## config.mk

```make
export PLATFORM = sky130hd
export DESIGN_NAME = write_arbiter
export DESIGN_NICKNAME = d
export VERILOG_FILES = /design/src/rtl/write_arbiter_pkg.sv /design/src/rtl/rr_picker.sv /design/src/rtl/write_arbiter.sv
export SDC_FILE = /design/constraint.sdc
export NUM_CORES = 1
export LEC_CHECK = 0
export CAP_MARGIN = 25
export CORE_AREA = 4 4 124 126
export DETAILED_ROUTE_END_ITERATION = 7
export DIE_AREA = 0 0 128 130
export GPL_TIMING_DRIVEN = 1
export HOLD_SLACK_MARGIN = 0.12
export SYNTH_ARGS = -nofsm -noshare
export SYNTH_HDL_FRONTEND = slang
export SYNTH_SLANG_ARGS = --single-unit
```

## constraint.sdc

```tcl
create_clock -name clk -period 4.1 [get_ports clk]
set_clock_uncertainty 0.15 [all_clocks]
set_input_delay 0.41 -clock clk [delete_from_list [all_inputs] [get_ports clk]]
set_output_delay 0.41 -clock clk [all_outputs]
set_load 0.03 [all_outputs]
```

## src/rtl/write_arbiter_pkg.sv

```systemverilog
// Shared types and helpers for the write arbiter and its round-robin picker.
package write_arbiter_pkg;

    // Arbiter control states: nothing held, word on offer, budget spent.
    typedef enum logic [1:0] {
        IDLE = 2'd0,
        HOLD = 2'd1,
        DONE = 2'd2
    } arb_state_t;

    // Width of a requester index; a single requester still needs one bit.
    function automatic int idx_width(input int n);
        return (n > 1) ? $clog2(n) : 1;
    endfunction

endpackage

```

## src/rtl/rr_picker.sv

```systemverilog
// Combinational round-robin picker: first requester at or after ptr, wrapping.
module rr_picker
    import write_arbiter_pkg::*;
#(
    parameter int N  = 4,
    parameter int SW = idx_width(N)
) (
    input  logic [N-1:0]  req,
    input  logic [SW-1:0] ptr,
    output logic          any,
    output logic [SW-1:0] idx,
    output logic [N-1:0]  sel
);

    // One extra bit so ptr + k (at most 2N-2) never overflows before the wrap.
    localparam logic [SW:0] NW = (SW+1)'(N);

    logic [SW:0] pos;

    // Walk requesters in the order ptr, ptr+1, ... N-1, 0, ...; first hit wins.
    always_comb begin
        any = 1'b0;
        idx = '0;
        sel = '0;
        pos = '0;
        for (int k = 0; k < N; k++) begin
            pos = {1'b0, ptr} + (SW+1)'(k);
            if (pos >= NW) begin
                pos = pos - NW;
            end
            if (!any && req[pos[SW-1:0]]) begin
                any           = 1'b1;
                idx           = pos[SW-1:0];
                sel[pos[SW-1:0]] = 1'b1;
            end
        end
    end

endmodule

```

## src/rtl/write_arbiter.sv

```systemverilog
// Round-robin write arbiter: funnels N requesters onto one valid/ready port
// and stops granting once MAX_GRANTS transfers have completed (0 = no limit).
//
// Handshake: out_valid/out_data/out_src stay stable while out_valid=1 and
// out_ready=0; a transfer completes on a clock edge where both are 1. On the
// requester side, ack[i] is a one-cycle pulse meaning "your word was captured
// on this edge"; the requester then drops req[i] or presents its next word.
module write_arbiter
    import write_arbiter_pkg::*;
#(
    parameter int          N          = 4,
    parameter int          WIDTH      = 32,
    parameter int unsigned MAX_GRANTS = 0,
    localparam int         SW         = idx_width(N)
) (
    input  logic               clk,
    input  logic               rst,
    input  logic [N-1:0]       req,
    input  logic [N*WIDTH-1:0] data,
    output logic [N-1:0]       ack,
    output logic               out_valid,
    input  logic               out_ready,
    output logic [WIDTH-1:0]   out_data,
    output logic [SW-1:0]      out_src,
    output logic               done,
    output logic [31:0]        grant_count,
    output arb_state_t         dbg_state
);

    localparam logic [SW-1:0] LAST_IDX = SW'(N - 1);
    localparam logic [31:0]   CNT_MAX  = '1;
    localparam logic [31:0]   BUDGET   = MAX_GRANTS;

    arb_state_t       state;
    arb_state_t       state_next;
    logic [SW-1:0]    ptr;
    logic [SW-1:0]    ptr_after;
    logic [SW-1:0]    pick_ptr;
    logic [SW-1:0]    pick_idx;
    logic [N-1:0]     pick_sel;
    logic             pick_any;
    logic [WIDTH-1:0] pick_word;
    logic             handshake;
    logic             budget_hit;
    logic             capture;
    logic [31:0]      cnt_next;

    assign handshake  = (state == HOLD) && out_ready;
    assign cnt_next   = (grant_count == CNT_MAX) ? grant_count : grant_count + 32'd1;
    assign budget_hit = (BUDGET != 32'd0) && (cnt_next == BUDGET);
    assign ptr_after  = (out_src == LAST_IDX) ? '0 : out_src + SW'(1);
    // In HOLD the only pick that matters is the back-to-back one after a
    // completed transfer, which must already see the advanced pointer.
    assign pick_ptr   = (state == HOLD) ? ptr_after : ptr;

    rr_picker #(
        .N  (N),
        .SW (SW)
    ) u_picker (
        .req (req),
        .ptr (pick_ptr),
        .any (pick_any),
        .idx (pick_idx),
        .sel (pick_sel)
    );

    // Select the picked requester's word using the one-hot grant.
    always_comb begin
        pick_word = '0;
        for (int i = 0; i < N; i++) begin
            if (pick_sel[i]) begin
                pick_word = data[i*WIDTH +: WIDTH];
            end
        end
    end

    // State register.
    always_ff @(posedge clk or posedge rst) begin
        if (rst) begin
            state <= IDLE;
        end else begin
            state <= state_next;
        end
    end

    // Next-state and capture decision.
    always_comb begin
        state_next = state;
        capture    = 1'b0;
        case (state)
            IDLE: begin
                if (pick_any) begin
                    state_next = HOLD;
                    capture    = 1'b1;
                end
            end
            HOLD: begin
                if (handshake) begin
                    if (budget_hit) begin
                        state_next = DONE;
                    end else if (pick_any) begin
                        state_next = HOLD;
                        capture    = 1'b1;
                    end else begin
                        state_next = IDLE;
                    end
                end
            end
            DONE: begin
                state_next = DONE;
            end
            default: begin
                state_next = IDLE;
            end
        endcase
    end

    // State-derived outputs.
    always_comb begin
        out_valid = (state == HOLD);
        done      = (state == DONE);
        dbg_state = state;
    end

    // Captured word, ack pulse, pointer and transfer counter.
    always_ff @(posedge clk or posedge rst) begin
        if (rst) begin
            out_data    <= '0;
            out_src     <= '0;
            ack         <= '0;
            ptr         <= '0;
            grant_count <= '0;
        end else begin
            ack <= capture ? pick_sel : '0;
            if (capture) begin
                out_data <= pick_word;
                out_src  <= pick_idx;
            end
            if (handshake) begin
                grant_count <= cnt_next;
                ptr         <= ptr_after;
            end
        end
    end

endmodule

```

== After elaboration in Yosys (flattened, before gate mapping) ==
Cells that the tools add are included.
Storage, ports and cells
  bits in registers: 74
  input port bits: 135
Operators by class
  bitwise operators: 4
  reductions and logical operators: 14
  eq/ne operators: 6
  order comparisons: 12
  multiplexer cells: 46
  $add $sub $neg: 9
Operator list (number)
  two-way mux 32 bit: 4
  adder 32 x 1 -> 32 bit, second input constant: 1
  == test 32 bit, second input constant: 1
  two-way mux 2 bit: 12
  two-way mux 4 bit: 5
  two-way mux 1 bit: 15
  < comparator 2 x 3 -> 1 bit, second input constant: 4
  OR 4 bit: 3
  greater-or-equal comparator 3 bit, second input constant: 3
  binary-select mux 1 bit (select 2 bit): 4
  demux 1 bit (select 2 bit): 4
  greater-or-equal comparator 2 x 1 -> 1 bit, second input constant: 4
  logical AND 1 bit: 8
  subtractor 2 x 1 -> 2 bit, second input constant: 4
  adder 2 x 2 -> 3 bit, second input constant: 2
  one-hot mux 2 bit (3 select lines): 1
  == test 2 bit, second input constant: 2
  AND reduction 2 bit: 2
  adder 2 x 1 -> 3 bit, second input constant: 1
  greater-or-equal comparator 2 x 3 -> 1 bit, second input constant: 1
  logical NOT 1 bit: 3
  adder 2 x 1 -> 2 bit, second input constant: 1
  == test 2 x 1 -> 1 bit, second input constant: 1
  logical NOT 2 bit: 1
  4 further kinds: 4

== Logic depth before layout (Yosys ltp) ==
  depth in word-level cells: 21
  mapped depth: 15

== Modules after synthesis ==
From an unflattened synthesis, not the netlist that was laid out.
Second synthesis, totals
  cell total of the unflattened synthesis: 484
  area, all modules: 4445.5 um2
By module, submodules not included
  write_arbiter: cells each 439, area each 4023.9 um2, seq. area each 1851.8 um2, times used 1
  rr_picker: cells each 45, area each 421.7 um2, seq. area each 0.0 um2, times used 1

== Least setup slack after synthesis ==
OpenSTA, ideal clock, no wires.
  path type: reg2reg
  start point: reg state[0], in the netlist dbg_state[0]
  end point: reg out_data[10]
  arrival: 3688 ps
  library setup time: 76 ps
  slack: 186 ps
  stages on the path, launching flop included: 16
  path through: dfrtp_1 -> nor2b_2 -> buf_6 -> mux2i_4 -> clkbuf_1 -> ha_1 -> clkbuf_1 -> nor4bb_1 -> o21bai_1 -> mux2i_1 -> and2_1 -> a21oi_1 -> o2bb2ai_1 -> clkbuf_1 -> a22oi_1 -> o21ai_1
Between the ends
  word-level cells in the longest chain between the ends: 20
RTL lines
  from (decl): RTL line write_arbiter.sv:34  | arb_state_t state;
  from (signal assigned): RTL line write_arbiter.sv:82  | state <= state_next;
  == test 2 x 1 -> 1 bit (*)
  via out_valid: RTL line write_arbiter.sv:21  | output logic out_valid,
  parallel branches: the longest is 19 deep, another holds adder 2 x 1 -> 3 bit
  to (signal assigned): RTL line write_arbiter.sv:136  | out_data <= pick_word;
  to (decl): RTL line write_arbiter.sv:23  | output logic [WIDTH-1:0] out_data,
Mark *: on every way through the listed nets, which the timed path passes. The select of a mux whose other input is x is not followed.
A chain may end at the register's enable or synchronous reset.

== Final worst setup path ==
  start point: reg out_src[0]
  end point: reg out_data[11]
Between the ends
  word-level cells in the longest chain between the ends: 21
RTL lines
  from (decl): RTL line write_arbiter.sv:24  | output logic [SW-1:0] out_src,
  from (signal assigned): RTL line write_arbiter.sv:137  | out_src <= pick_idx;
  adder 2 x 1 -> 2 bit or == test 2 bit (tied branches): RTL line write_arbiter.sv:51  | assign ptr_after = (out_src == LAST_IDX) ? '0 : out_src + SW'(1);
  two-way mux 2 bit (*): RTL line write_arbiter.sv:51
  via ptr_after[1]: RTL line write_arbiter.sv:37  | logic [SW-1:0] ptr_after;
  two-way mux 2 bit (*): RTL line write_arbiter.sv:54  | assign pick_ptr = (state == HOLD) ? ptr_after : ptr;
  parallel branches: the longest is 18 deep, another holds adder 2 x 1 -> 3 bit
Marked as above.

==> impl_summary.md <==
Final layout
The final net count is 782. The cell area after layout is 6880 um2. The ratio of cells with drive above 1 in the final layout is 8.27%. The post-layout utilization of the core is 48.0%. In the layout the commonest cells are clkdlybuf4s50_1, dfrtp_1, o21ai_0. Leaving out fill and tap cells, the most frequent cell in the layout is clkdlybuf4s50_1. The count of placed standard cells in the final layout, fillers left out is 825. The total inserted antenna cells is 0. The area growth from synthesis to final layout is 63.1%.

GRT
In the global route stage, overall resource usage came out at 17.3%. The first global-routing pass estimated 22800 um of wire. The maximum number of pins on one net before global-route repair is 40.

The initial antenna violation count is 0. For this run the aggregate overflow at the end of global routing stands at 0. The number of global-route vias before repair was 4570.

Clock tree
The CTS tree is yes. In this run, post-CTS hold repair placed 0 buffers. The tree is rooted in a clkbuf_16. In this run, CTS created clock tree buffers numbering 9.

The H-tree was split into 3 levels. After clock tree synthesis, the clock-pin slew on the worst setup and hold paths is 60 ps. The number of sinks on the clock net is 74.

Counting along the longest clock path gives a buffer depth of 2. The clock latency on the worst-skew pair is 330 ps.

Drt
The routed design has 14400 um of wire. The number of design rule violations left after detail routing is 0. Dividing the detail-routed via count by the number of cells gives 5.21.

In this run the remaining antenna-violating nets after routing total 0. The via count is 4295. The average wire length per cell after detail routing is 17.5 um.

For this block, the initial DRC count from the detailed router was 205. The length of the first detailed-routing pass in iterations is 5.

Floorplan
The die is 130 um tall. The number of placement rows is 44. The floorplan step set the die width to 128 um. The die outline area is 16600 um2. For this configuration, the core starts out at a cell density of 29.5%. The total I/O pin count is 209. The core area is 14300 um2.

Timing
The highest clock rate is 273 MHz. Once routing completed, OpenROAD measured the worst setup slack at 433 ps. The number of failing hold endpoints at the final stage came to 0. Setup repair after global routing left no endpoint under its margin.

The max-slew violation total from the final report was 0. Setup violations remaining at the end of the flow were counted as 0. Headroom to the max-slew limit came out at 52.2%. The setup TNS after final layout is 0 ps. The slew at the pin closest to its max-slew limit is 715 ps. The final period utilization is 89.4%.

The worst path in the final design needs a cycle of 3670 ps, including I/O delays and setup.

Min path
The class of the most critical hold timing path is input port to asynchronous set/reset pin.

Placement
The cell count after placement is 810. Buffers placed on the I/O ports in this run total 208. At the placement stage, the worst setup path has a slack of 305 ps. The final weighted congestion of routability-driven global placement is 0.894. The detailed placement HPWL is 11300 um. The placed instances occupy a cell area of 6600 um2.

Critical path
The required time at the worst-slack endpoint is 4150 ps. The highest net fanout along the worst path is 20. The worst setup path is launched from a flop. Counting cells, the worst reg-to-reg path comes to 15.

The worst setup path is captured at a flop. In this run the critical register-to-register path is launched from out_src[0]. The startpoint-to-endpoint class of the critical path is flop to flop.

The arrival time at the worst endpoint is 3710 ps. The setup check on the worst reg-to-reg path leaves a slack of 430 ps. The endpoint of the most critical register-to-register path is out_data[11].

Synth
The number of distinct library cells after synthesis is 55. The yosys synthesis warning count is 0. The mean instance size in the synthesized netlist is 9.85 um2. The prevailing post-synth register cell is dfrtp_1.

For this run, the register share of the synthesized area comes to 43.9%. The number of nets in the synthesized netlist is 573. The number of cells produced by synthesis is 428. The number of enable-type register cells in the synthesized netlist is 0. Synthesis inferred 74 register bits. Summing every instance area after synthesis gives 4220 um2. Of all flip-flops after synthesis, the portion carrying an async set or reset was 100%.

Run
Max-cap violations in this run came to 0.

Pwr
IR analysis of the VDD net gives a maximum drop of 0.446 mV. For this design the ratio of total power to cell area is 815 nW/um2. For this design the static power due to leakage is 2.71 nW.

Run status
The flow ran to the end, and the final reports show no timing, DRC or antenna violations.
==> power by group <==
part	internal (mW)	total [mW]	switching [mW]
clock network	0.420	0.719	0.299
registers	0.954	1.09	0.131
logic	1.57	3.80	2.23
total	2.95	5.61	2.66
==> flip-flops by register name, summed over array words and instances (netlist names) <==
name,count
ptr,2
out_src,2
ack,4
grant_count,32
dbg_state,2
out_data,32
==> per-layer routing <==
layer	track usage, %	wire, um
met1	20.5	5750
met5	0	0
met3	5.49	1380
met4	7.30	304
met2	29.2	6960
==> cells in the mapped netlist (all sizes together) (2+ instances only) <==
library cell / n / area share (%)
nor3b: 2 / 0.36
mux2: 3 / 0.80
a211oi: 3 / 0.65
a21oi: 6 / 0.80
and2: 3 / 0.45
xnor2: 25 / 5.2
dfrtp: 74 / 44
nor2b: 5 / 0.80
a41oi: 2 / 0.77
nor3: 5 / 0.59
o31ai: 3 / 0.53
buf: 11 / 1.9
nand4: 7 / 1.0
nor2: 10 / 0.89
nand3: 12 / 1.4
nand2: 25 / 2.2
a221oi: 33 / 6.9
xor2: 6 / 1.2
o21ai: 72 / 8.5
o311ai: 2 / 0.42
o211a: 2 / 0.47
ha: 10 / 3.0
mux2i: 4 / 1.2
inv: 10 / 0.89
and3: 8 / 1.2
a31oi: 3 / 0.45
a22oi: 33 / 5.9
and4: 5 / 1.0
clkbuf: 23 / 2.0
o211ai: 3 / 0.53
==> final cells by class <==
class / instances / area [um2]
clock buffers: 10 / 239
clock inverters: 5 / 31.3
fillers: 1363 / 7440
inverters: 10 / 38.8
multi-input cells: 310 / 2210
flip-flops and latches: 74 / 1850
well taps: 184 / 230
repair buffers: 232 / 2270
==> critical path, cell delays in order, from the launching register on <==
cell	delay [ps]
dfrtp_1	400
ha_1	340
nand3b_1	140
o21a_1	150
ha_1	390
and3b_1	220
o211ai_1	170
mux2i_1	120
buf_4	160
nand2_1	70
o41ai_1	80
buf_4	160
a221o_1	290
buf_4	220
a221oi_1	350
o21ai_1	120
==> logic make-up (layout without fill, tap and decap cells) <==
kind of cell,Yosys count,in the layout,share of synthesized area (%)
XOR/XNOR,31,31,6.44
multiplexers,8,8,2.58
AND/OR/NAND/NOR,91,91,11.7
AO/OA/AOI/OAI,170,170,27.6
flip-flops,74,74,43.9
buffers and inverters,44,257,4.84
adder cells (fa/ha/maj),10,10,2.97
==> through the flow <==
step,hold WS (ps),power (mW)
after floorplan,329,3.56
after global placement,327,4.87
after detailed placement,333,4.91
after CTS,208,5.66
after global routing,229,6.11
final,218,5.61
==> timing repair <==
item | 4_1_cts | 5_1_grt
buffers inserted | 0 | 0
setup endpoints to repair | 0 | 15
resized for setup | 0 | 1
==> how the worst max path moves through the flow <==
stage	depth (start not counted)	from	slack, ps	end
2_1_floorplan	15	dbg_state[0]	190	out_data[10]
3_3_place_gp	13	out_src[0]	400	out_data[20]
3_5_place_dp	11	req[2]	310	out_data[11]
4_1_cts	13	out_src[0]	290	out_data[22]
5_1_grt	12	dbg_state[1]	100	out_data[11]
6_report	15	out_src[0]	430	out_data[11]
No activity file was read; power rests on OpenSTA's default activity.
